--- src/rtl/uart_tx_framer_if.sv ---
// Byte-source handshake between a user-side producer and the UART TX framer.
// A transfer happens on a clock edge where tx_valid and tx_ready are both high.
interface uart_tx_framer_if #(
  parameter int unsigned DATA_BITS = 8
);
  logic [DATA_BITS-1:0] tx_data;
  logic                 tx_valid;
  logic                 tx_ready;

  modport master (output tx_data, output tx_valid, input tx_ready);
  modport slave  (input tx_data, input tx_valid, output tx_ready);
endinterface

--- src/rtl/uart_tx_framer.sv ---
// UART transmit framer: start, LSB-first data, optional parity and stop bits.
// All bit timing comes from the external baud_pulse strobe; tx is registered.
module uart_tx_framer #(
  parameter int unsigned DATA_BITS  = 8,
  parameter int unsigned PARITY_EN  = 0,
  parameter int unsigned PARITY_ODD = 0,
  parameter int unsigned STOP_BITS  = 1
) (
  input  logic            clk,
  input  logic            rst,
  input  logic            baud_pulse,
  uart_tx_framer_if.slave src,
  output logic            tx,
  output logic            tx_busy
);

  typedef enum logic [2:0] {StIdle, StWait, StStart, StData, StParity, StStop} state_e;

  localparam logic [3:0] LastData = 4'(DATA_BITS - 1);
  localparam logic [3:0] LastStop = 4'(STOP_BITS - 1);

  state_e               state_q, state_d;
  logic [DATA_BITS-1:0] shift_q, shift_d;
  logic [3:0]           cnt_q, cnt_d;
  logic                 par_q, par_d;
  logic                 tx_q, tx_d;
  logic                 accept;

  assign accept = (state_q == StIdle) && src.tx_valid;

  always_ff @(posedge clk) begin
    if (rst) begin
      state_q <= StIdle;
      shift_q <= '0;
      cnt_q   <= '0;
      par_q   <= 1'b0;
      tx_q    <= 1'b1;
    end else begin
      state_q <= state_d;
      shift_q <= shift_d;
      cnt_q   <= cnt_d;
      par_q   <= par_d;
      tx_q    <= tx_d;
    end
  end

  // Accept wins over a coincident baud_pulse: IDLE never looks at the pulse.
  always_comb begin
    state_d = state_q;
    unique case (state_q)
      StIdle:   if (accept) state_d = StWait;
      StWait:   if (baud_pulse) state_d = StStart;
      StStart:  if (baud_pulse) state_d = StData;
      StData: begin
        if (baud_pulse && cnt_q == LastData) begin
          state_d = (PARITY_EN != 0) ? StParity : StStop;
        end
      end
      StParity: if (baud_pulse) state_d = StStop;
      StStop:   if (baud_pulse && cnt_q == LastStop) state_d = StIdle;
      default:  state_d = StIdle;
    endcase
  end

  always_comb begin
    shift_d = shift_q;
    cnt_d   = cnt_q;
    par_d   = par_q;
    tx_d    = tx_q;
    unique case (state_q)
      StIdle: begin
        tx_d = 1'b1;
        if (accept) begin
          shift_d = src.tx_data;
          par_d   = (^src.tx_data) ^ 1'(PARITY_ODD);
          cnt_d   = '0;
        end
      end
      StWait: if (baud_pulse) tx_d = 1'b0;
      StStart: begin
        if (baud_pulse) begin
          tx_d  = shift_q[0];
          cnt_d = '0;
        end
      end
      StData: begin
        if (baud_pulse) begin
          if (cnt_q == LastData) begin
            tx_d  = (PARITY_EN != 0) ? par_q : 1'b1;
            cnt_d = '0;
          end else begin
            // shift_q[1] is the bit that lands in position 0 after this shift
            shift_d = shift_q >> 1;
            tx_d    = shift_q[1];
            cnt_d   = cnt_q + 4'd1;
          end
        end
      end
      StParity: begin
        if (baud_pulse) begin
          tx_d  = 1'b1;
          cnt_d = '0;
        end
      end
      StStop: begin
        if (baud_pulse) begin
          tx_d  = 1'b1;
          cnt_d = (cnt_q == LastStop) ? 4'd0 : cnt_q + 4'd1;
        end
      end
      default: tx_d = 1'b1;
    endcase
  end

  assign tx           = tx_q;
  assign src.tx_ready = (state_q == StIdle);
  assign tx_busy      = (state_q != StIdle);

endmodule

--- src/flat_wrapper.sv ---
// flat-port wrapper written by rule: the top's interface ports become plain ports
module uart_tx_framer_flat 
#(
  parameter int unsigned DATA_BITS  = 8,
  parameter int unsigned PARITY_EN  = 0,
  parameter int unsigned PARITY_ODD = 0,
  parameter int unsigned STOP_BITS  = 1
)
  (clk, rst, baud_pulse, tx, tx_busy, src_tx_data, src_tx_valid, src_tx_ready);
  uart_tx_framer_if #(.DATA_BITS(DATA_BITS)) src_i ();
  input  logic clk;
  input  logic rst;
  input  logic baud_pulse;
  output logic tx;
  output logic tx_busy;
  input wire logic [$bits(src_i.tx_data)-1:0] src_tx_data;
  input wire logic [$bits(src_i.tx_valid)-1:0] src_tx_valid;
  output wire logic [$bits(src_i.tx_ready)-1:0] src_tx_ready;
  assign src_i.tx_data = src_tx_data;
  assign src_i.tx_valid = src_tx_valid;
  assign src_tx_ready = src_i.tx_ready;
  uart_tx_framer #(.DATA_BITS(DATA_BITS), .PARITY_EN(PARITY_EN), .PARITY_ODD(PARITY_ODD), .STOP_BITS(STOP_BITS)) u_core (.clk(clk), .rst(rst), .baud_pulse(baud_pulse), .src(src_i), .tx(tx), .tx_busy(tx_busy));
endmodule
--- config.mk ---
export PLATFORM = sky130hd
export DESIGN_NAME = uart_tx_framer_flat
export DESIGN_NICKNAME = d
export VERILOG_FILES = /design/src/rtl/uart_tx_framer_if.sv /design/src/rtl/uart_tx_framer.sv /design/src/flat_wrapper.sv
export SDC_FILE = /design/constraint.sdc
export NUM_CORES = 1
export LEC_CHECK = 0
export ABC_CLOCK_PERIOD_IN_PS = 1800
export CORE_ASPECT_RATIO = 0.8
export CORE_MARGIN = 2
export CORE_UTILIZATION = 51
export CTS_CLUSTER_DIAMETER = 50
export CTS_CLUSTER_SIZE = 24
export DETAILED_ROUTE_END_ITERATION = 12
export PLACE_DENSITY = 0.86
export SYNTH_ARGS = -nofsm -noshare
export SYNTH_HDL_FRONTEND = slang
export SYNTH_SLANG_ARGS = --single-unit
export TNS_END_PERCENT = 20
--- constraint.sdc ---
create_clock -name clk -period 1.8 [get_ports clk]
set_input_delay 0.36 -clock clk [delete_from_list [all_inputs] [get_ports clk]]
set_output_delay 0.36 -clock clk [all_outputs]
set_load 0.05 [all_outputs]
Word-level counts from Yosys, hierarchy flattened --
Index checks and enable logic that the tools add are counted.
Word-level totals: flip-flop bits (word level) 16, input port bits 12
Cells by class: muxes and demuxes 24, reductions and logical operators 14, eq/ne operators 17, add/sub/neg operators 1
Operator list (number):
- two-way mux 4 bit | 6
- two-way mux 8 bit | 3
- two-way mux 3 bit | 6
- one-hot mux 3 bit (6 select lines) | 1
- one-hot mux 4 bit (4 select lines) | 1
- one-hot mux 8 bit (2 select lines) | 1
- != test 2 bit, second input constant | 6
- != test 2 x 1 -> 1 bit, second input constant | 5
- AND reduction 4 bit | 2
- equality test 3 x 2 -> 1 bit, second input constant | 2
- equality test 3 bit, second input constant | 2
- AND reduction 6 bit | 1
- two-way mux 1 bit | 5
- AND reduction 5 bit | 1
- adder 4 x 1 -> 4 bit, second input constant | 1
- equality test 4 x 3 -> 1 bit, second input constant | 1
- logical NOT 4 bit | 1
- one-hot mux 1 bit (4 select lines) | 1
- nonzero test 4 bit | 1
- OR reduction 2 bit | 2
- equality test 3 x 1 -> 1 bit, second input constant | 1
- logical AND 1 bit | 3
- logical NOT 3 bit | 1
- nonzero test 3 bit | 1
- nonzero test 2 bit | 1

Depth between registers and ports, before layout --
depth after elaboration 4, depth in mapped cells 6

Worst setup path before layout --
OpenSTA, ideal clock, no wires.
kind register to register, from register u_core.state_q[1], to register u_core.tx_q, in the netlist u_core.tx, stages on the path, launching flop included 6, arrival 1.877 ns, period minus slack after synthesis 2.013 ns, required time 1.664 ns, slack -0.213 ns, path buffers 1, cells stage by stage dfxtp_1 buf_2 or3_1 inv_1 a2111oi_0 a22oi_1
On the way: cells in the longest elaborated chain, start to end 4, elaborated cells between the ends (all ways) 12, those cells by class eq/ne: 9; mux: 1; reduce/logical: 2
Ends and longest elaborated chain:
- start, declared | line uart_tx_framer.sv:22 | state_e state_q, state_d;
- start signal, assigned | line uart_tx_framer.sv:33 | state_q <= StIdle;
- start signal, assigned | line uart_tx_framer.sv:39 | state_q <= state_d;
- equality test 3 bit | line uart_tx_framer.sv:70 | unique case (state_q)
- OR reduction 2 bit (no source line)
- != test 2 x 1 -> 1 bit (no source line)
- AND reduction 4 bit (no source line)
- end signal, assigned | line uart_tx_framer.sv:43 | tx_q <= tx_d;
- end, declared | line uart_tx_framer.sv:26 | logic tx_q, tx_d;
Parallel ways exist; a longest one is shown, timed or not. A chain may end at the register's enable or synchronous reset.

Worst setup path in the final report --
from register u_core.state_q[1], to output port src_tx_ready
On the way: cells in the longest elaborated chain, start to end 1
Ends and longest elaborated chain:
- logical NOT 3 bit | line uart_tx_framer.sv:116 | assign src.tx_ready = (state_q == StIdle);
- end, declared | line flat_wrapper.sv:18 | output wire logic [$bits(src_i.tx_ready)-1:0] src_tx_ready;
Every way passes these cells.

==> summary.json <==
{
  "die_w": {"value": 51.6, "unit": "um"},
  "grt_pass1_vias": {"value": 883},
  "critical_path.top_delay_family": {"value": "flip-flops"},
  "p_switching": {"value": 0.240, "unit": "mW"},
  "netSwitchingFraction": {"value": 0.285},
  "pwr-share-clk": {"value": 0.291},
  "tritoncts": {"value": "built"},
  "wl_per_cell": {"value": 15.1, "unit": "um"},
  "synth_largest_area_cell": {"value": "dfxtp_1"},
  "synth_largest_type_area_fraction": {"value": 0.347},
  "synth-edff-count": {"value": 0},
  "cp_data_arrival_time": {"value": 1390, "unit": "ps"},
  "row_count": {"value": 13},
  "relSlewSlack": {"value": 0.711},
  "ys_warn_count": {"value": 0},
  "cts_sinks": {"value": 16},
  "regToRegStartpoint": {"value": "u_core.cnt_q[0]"},
  "powerDensity": {"value": 702, "unit": "nW/um^2"},
  "power.share.combinational": {"value": 0.240},
  "postCtsHoldBufs": {"value": 0},
  "fin_crit": {"value": 1750, "unit": "ps"},
  "worst_stage_delay_on_the_critical_path": {"value": 410, "unit": "ps"},
  "setup_viol_count_final": {"value": 0},
  "critPathLaunchType": {"value": "register"},
  "synth_cells": {"value": 109},
  "drt-vias-per-instance": {"value": 6.16},
  "min_path_cells": {"value": 2},
  "fillerInstances": {"value": 134},
  "antenna_found_initial": {"value": 0},
  "fp.dieArea": {"value": 2170, "unit": "sq um"},
  "htree_levels": {"value": 1},
  "drc": {"value": 0},
  "timing_worst_setup_path_type": {"value": "reg -> out"},
  "timing.critical_path.cells": {"value": "or3_4, inv_1, buf_12"},
  "initial_core_util": {"value": 0.557},
  "timing.reg2reg.worst_path_depth": {"value": 5},
  "mappedNetlistArea": {"value": 923, "unit": "sq um"},
  "async_reset_ff_frac": {"value": 0},
  "design.core.area": {"value": 1660, "unit": "sq um"},
  "critical_path_buffers_and_inverters": {"value": 2},
  "finalHoldViolations": {"value": 0},
  "setup_repair_after_global_routing_missed_its_margin": {"value": "true"},
  "num_antenna_cells": {"value": 0},
  "wire_length_of_the_first_global_routing_pass": {"value": 3.75, "unit": "mm"},
  "final_layout_size_suffix_gt1_frac": {"value": 0.178},
  "worst_skew_pair.late_latency": {"value": 290, "unit": "ps"},
  "crit_path_top_delay_cell": {"value": "dfxtp_4"},
  "grt_start_max_net_pins": {"value": 17},
  "detail_route.first_pass.iterations": {"value": 4},
  "grt_usage": {"value": 0.228},
  "synth_area_leaders": {"value": "dfxtp_1 (35%), mux2i_1 (8.7%), o21ai_0 (5.4%)"},
  "maxCapViolCount": {"value": 0},
  "finalClockSkew": {"value": 3.97, "unit": "ps"},
  "io_pins": {"value": 15},
  "timing.final.max_slew_violations": {"value": 0},
  "overall_die_height": {"value": 42.1, "unit": "um"},
  "mappedNetlistNets": {"value": 123},
  "synthesis.area_per_instance": {"value": 8.47, "unit": "sq um"},
  "clockRootBuffer": {"value": "clkbuf_4"},
  "post-route-util": {"value": 0.722},
  "timing.critical_path.fanout_max": {"value": 16},
  "critPathCaptureType": {"value": "output port"},
  "synthMostInstantiatedCell": {"value": "dfxtp_1"},
  "globalRouteOverflowTotal": {"value": 0},
  "path_clk_slew": {"value": 100, "unit": "ps"},
  "register_to_register_path_setup_slack": {"value": 60, "unit": "ps"},
  "layout.nets": {"value": 144},
  "final.setup.tns": {"value": 0, "unit": "ps"},
  "max_freq": {"value": 0.571, "unit": "GHz"},
  "detail_route.iter0.violations": {"value": 29},
  "seq_power_share": {"value": 0.469},
  "ys_ff_latch": {"value": 16},
  "min_delay_worst_endpoint": {"value": "u_core.shift_q[2]"},
  "wl": {"value": 2.28, "unit": "mm"},
  "num_vias": {"value": 930},
  "timing.hold.worst.start": {"value": "u_core.shift_q[2]"},
  "synth-main-ff-cell": {"value": "dfxtp_1"},
  "number_of_buffers_created_by_cts": {"value": 3},
  "timing.hold.worst.class": {"value": "reg -> reg"},
  "synthTopCellsByCount": {"value": "dfxtp_1 (16), o21ai_0 (10), a21oi_1 (8), mux2i_1 (8)"},
  "areaGrowthSynthToFinish": {"value": 29.8, "unit": "%"},
  "power.ir.vdd_worst": {"value": 446, "unit": "uV"},
  "internal_power": {"value": 0.602, "unit": "mW"},
  "critical_path_required": {"value": 1440, "unit": "ps"},
  "post_synth_num_cell_types": {"value": 33},
  "max_slew.worst_pin.slew": {"value": 423, "unit": "ps"},
  "seq_area_frac_synth": {"value": 0.347},
  "layout_worst_path_cycle_share": {"value": 0.972},
  "reg2reg_capture_point": {"value": "u_core.shift_q[0]"},
  "antenna_violating_nets_post_route": {"value": 0},
  "status": {"value": "complete, no violations"},
  "leakagePower": {"value": 0.507, "unit": "nW"},
  "placement.io_buffers": {"value": 14},
  "detailedPlacementHpwl": {"value": 1.60, "unit": "mm"},
  "cts-root-to-sink-buffers": {"value": 2},
  "gpl.final_weighted_congestion": {"value": 0.897}
}
layout by cell type, fill, tap and decap left out, types with 2 or more instances in the layout:
cell / netlist / layout
nand3b_1: 2 / 2
mux2i_1: 8 / 8
and3_1: 2 / 2
o22ai_1: 3 / 3
buf_12: 0 / 2
inv_1: 7 / 7
nand2_1: 2 / 2
a2111oi_0: 2 / 2
o31ai_1: 4 / 4
or3_1: 7 / 6
ha_1: 2 / 2
nor2_1: 6 / 6
buf_4: 1 / 11
a21oi_1: 8 / 8
dfxtp_1: 16 / 14
clkdlybuf4s50_1: 0 / 11
nand3_1: 5 / 5
nor4b_1: 2 / 2
o21ai_0: 10 / 10
clkbuf_4: 0 / 3
and3b_1: 3 / 3
sequential cells by signal (all words and copies together), names as in the netlist:
| signal | flops |
|---|---|
| u_core.tx | 1 |
| u_core.state_q | 3 |
| u_core.shift_q | 8 |
| u_core.cnt_q | 4 |
area by class of cell:
class / instances / area [sq um] / share of cell area
clock buffer: 4 / 36.3 / 0.0303
timing repair buffer: 24 / 233 / 0.194
tap: 22 / 27.5 / 0.0230
multi-input combinational: 78 / 551 / 0.459
inverter: 7 / 26.3 / 0.0219
sequential: 16 / 325 / 0.271
what timing repair did:
item / 4_1_cts / 5_1_grt
endpoints found under the hold margin: 0 / 0
gates resized for setup: 2 / 4
setup endpoints to repair: 2 / 4
setup buffers: 0 / 0
pin swaps: 0 / 1
kinds of logic (layout without fill, tap and decap cells):
logic type,after synthesis,after routing,share of synthesized area
and+or+nand+nor,35,35,0.232
DFF,16,16,0.347
adders and majority gates,2,2,0.0271
muxes,8,8,0.0867
AOI/OAI and AO/OA,33,33,0.224
buffers and inverters,15,35,0.0840
through the flow:
| step | area (sq um) | power, mW | instances | hold slack (ps) | setup WS, ps |
|---|---|---|---|---|---|
| after floorplan | 928 | 0.514 | 109 | 439 | 94.8 |
| after global placement | 1140 | 0.589 | 147 | 459 | -162 |
| after detailed placement | 1140 | 0.598 | 147 | 474 | -221 |
| after CTS | 1180 | 0.838 | 151 | 489 | 41.2 |
| after global routing | 1200 | 0.876 | 151 | 509 | -17.1 |
| final | 1200 | 0.842 | 151 | 491 | 49.8 |
per-layer routing:
metal  track usage  part of all wire  vias to the layer above  wire length, um
li1              -                 -                      445                -
met1         0.257              0.43                      443              984
met2         0.392              0.49                       33             1120
met3        0.0643             0.050                        9              115
met4         0.105             0.026                        0               60
met5             0                 0                        -                0
power by group through the flow:
| stage | combinational [mW] | sequential, mW | clock [mW] |
|---|---|---|---|
| finish | 0.202 | 0.395 | 0.245 |
| global route | 0.217 | 0.398 | 0.261 |
| CTS | 0.198 | 0.393 | 0.248 |
| detailed placement | 0.197 | 0.401 | 0 |
| global placement | 0.189 | 0.399 | 0 |
| floorplan | 0.119 | 0.395 | 0 |
worst max-delay path by stage:
stage | cells past startpoint | endpoint | startpoint
after floorplan | 5 | u_core.tx | u_core.state_q[1]
after global placement | 5 | u_core.shift_q[0] | src_tx_valid
after CTS | 3 | src_tx_ready | u_core.state_q[0]
after global routing | 5 | u_core.shift_q[0] | u_core.cnt_q[0]
after detailed placement | 5 | u_core.shift_q[0] | src_tx_valid
final | 3 | src_tx_ready | u_core.state_q[1]
worst register-to-register path, cell delays in order, from the launching register on:
cell     delay (ps)
dfxtp_1         360
ha_1            240
and3b_1         220
o32a_4          260
or4_1           500
o31ai_1          80
(Power assumes the default switching activity.)
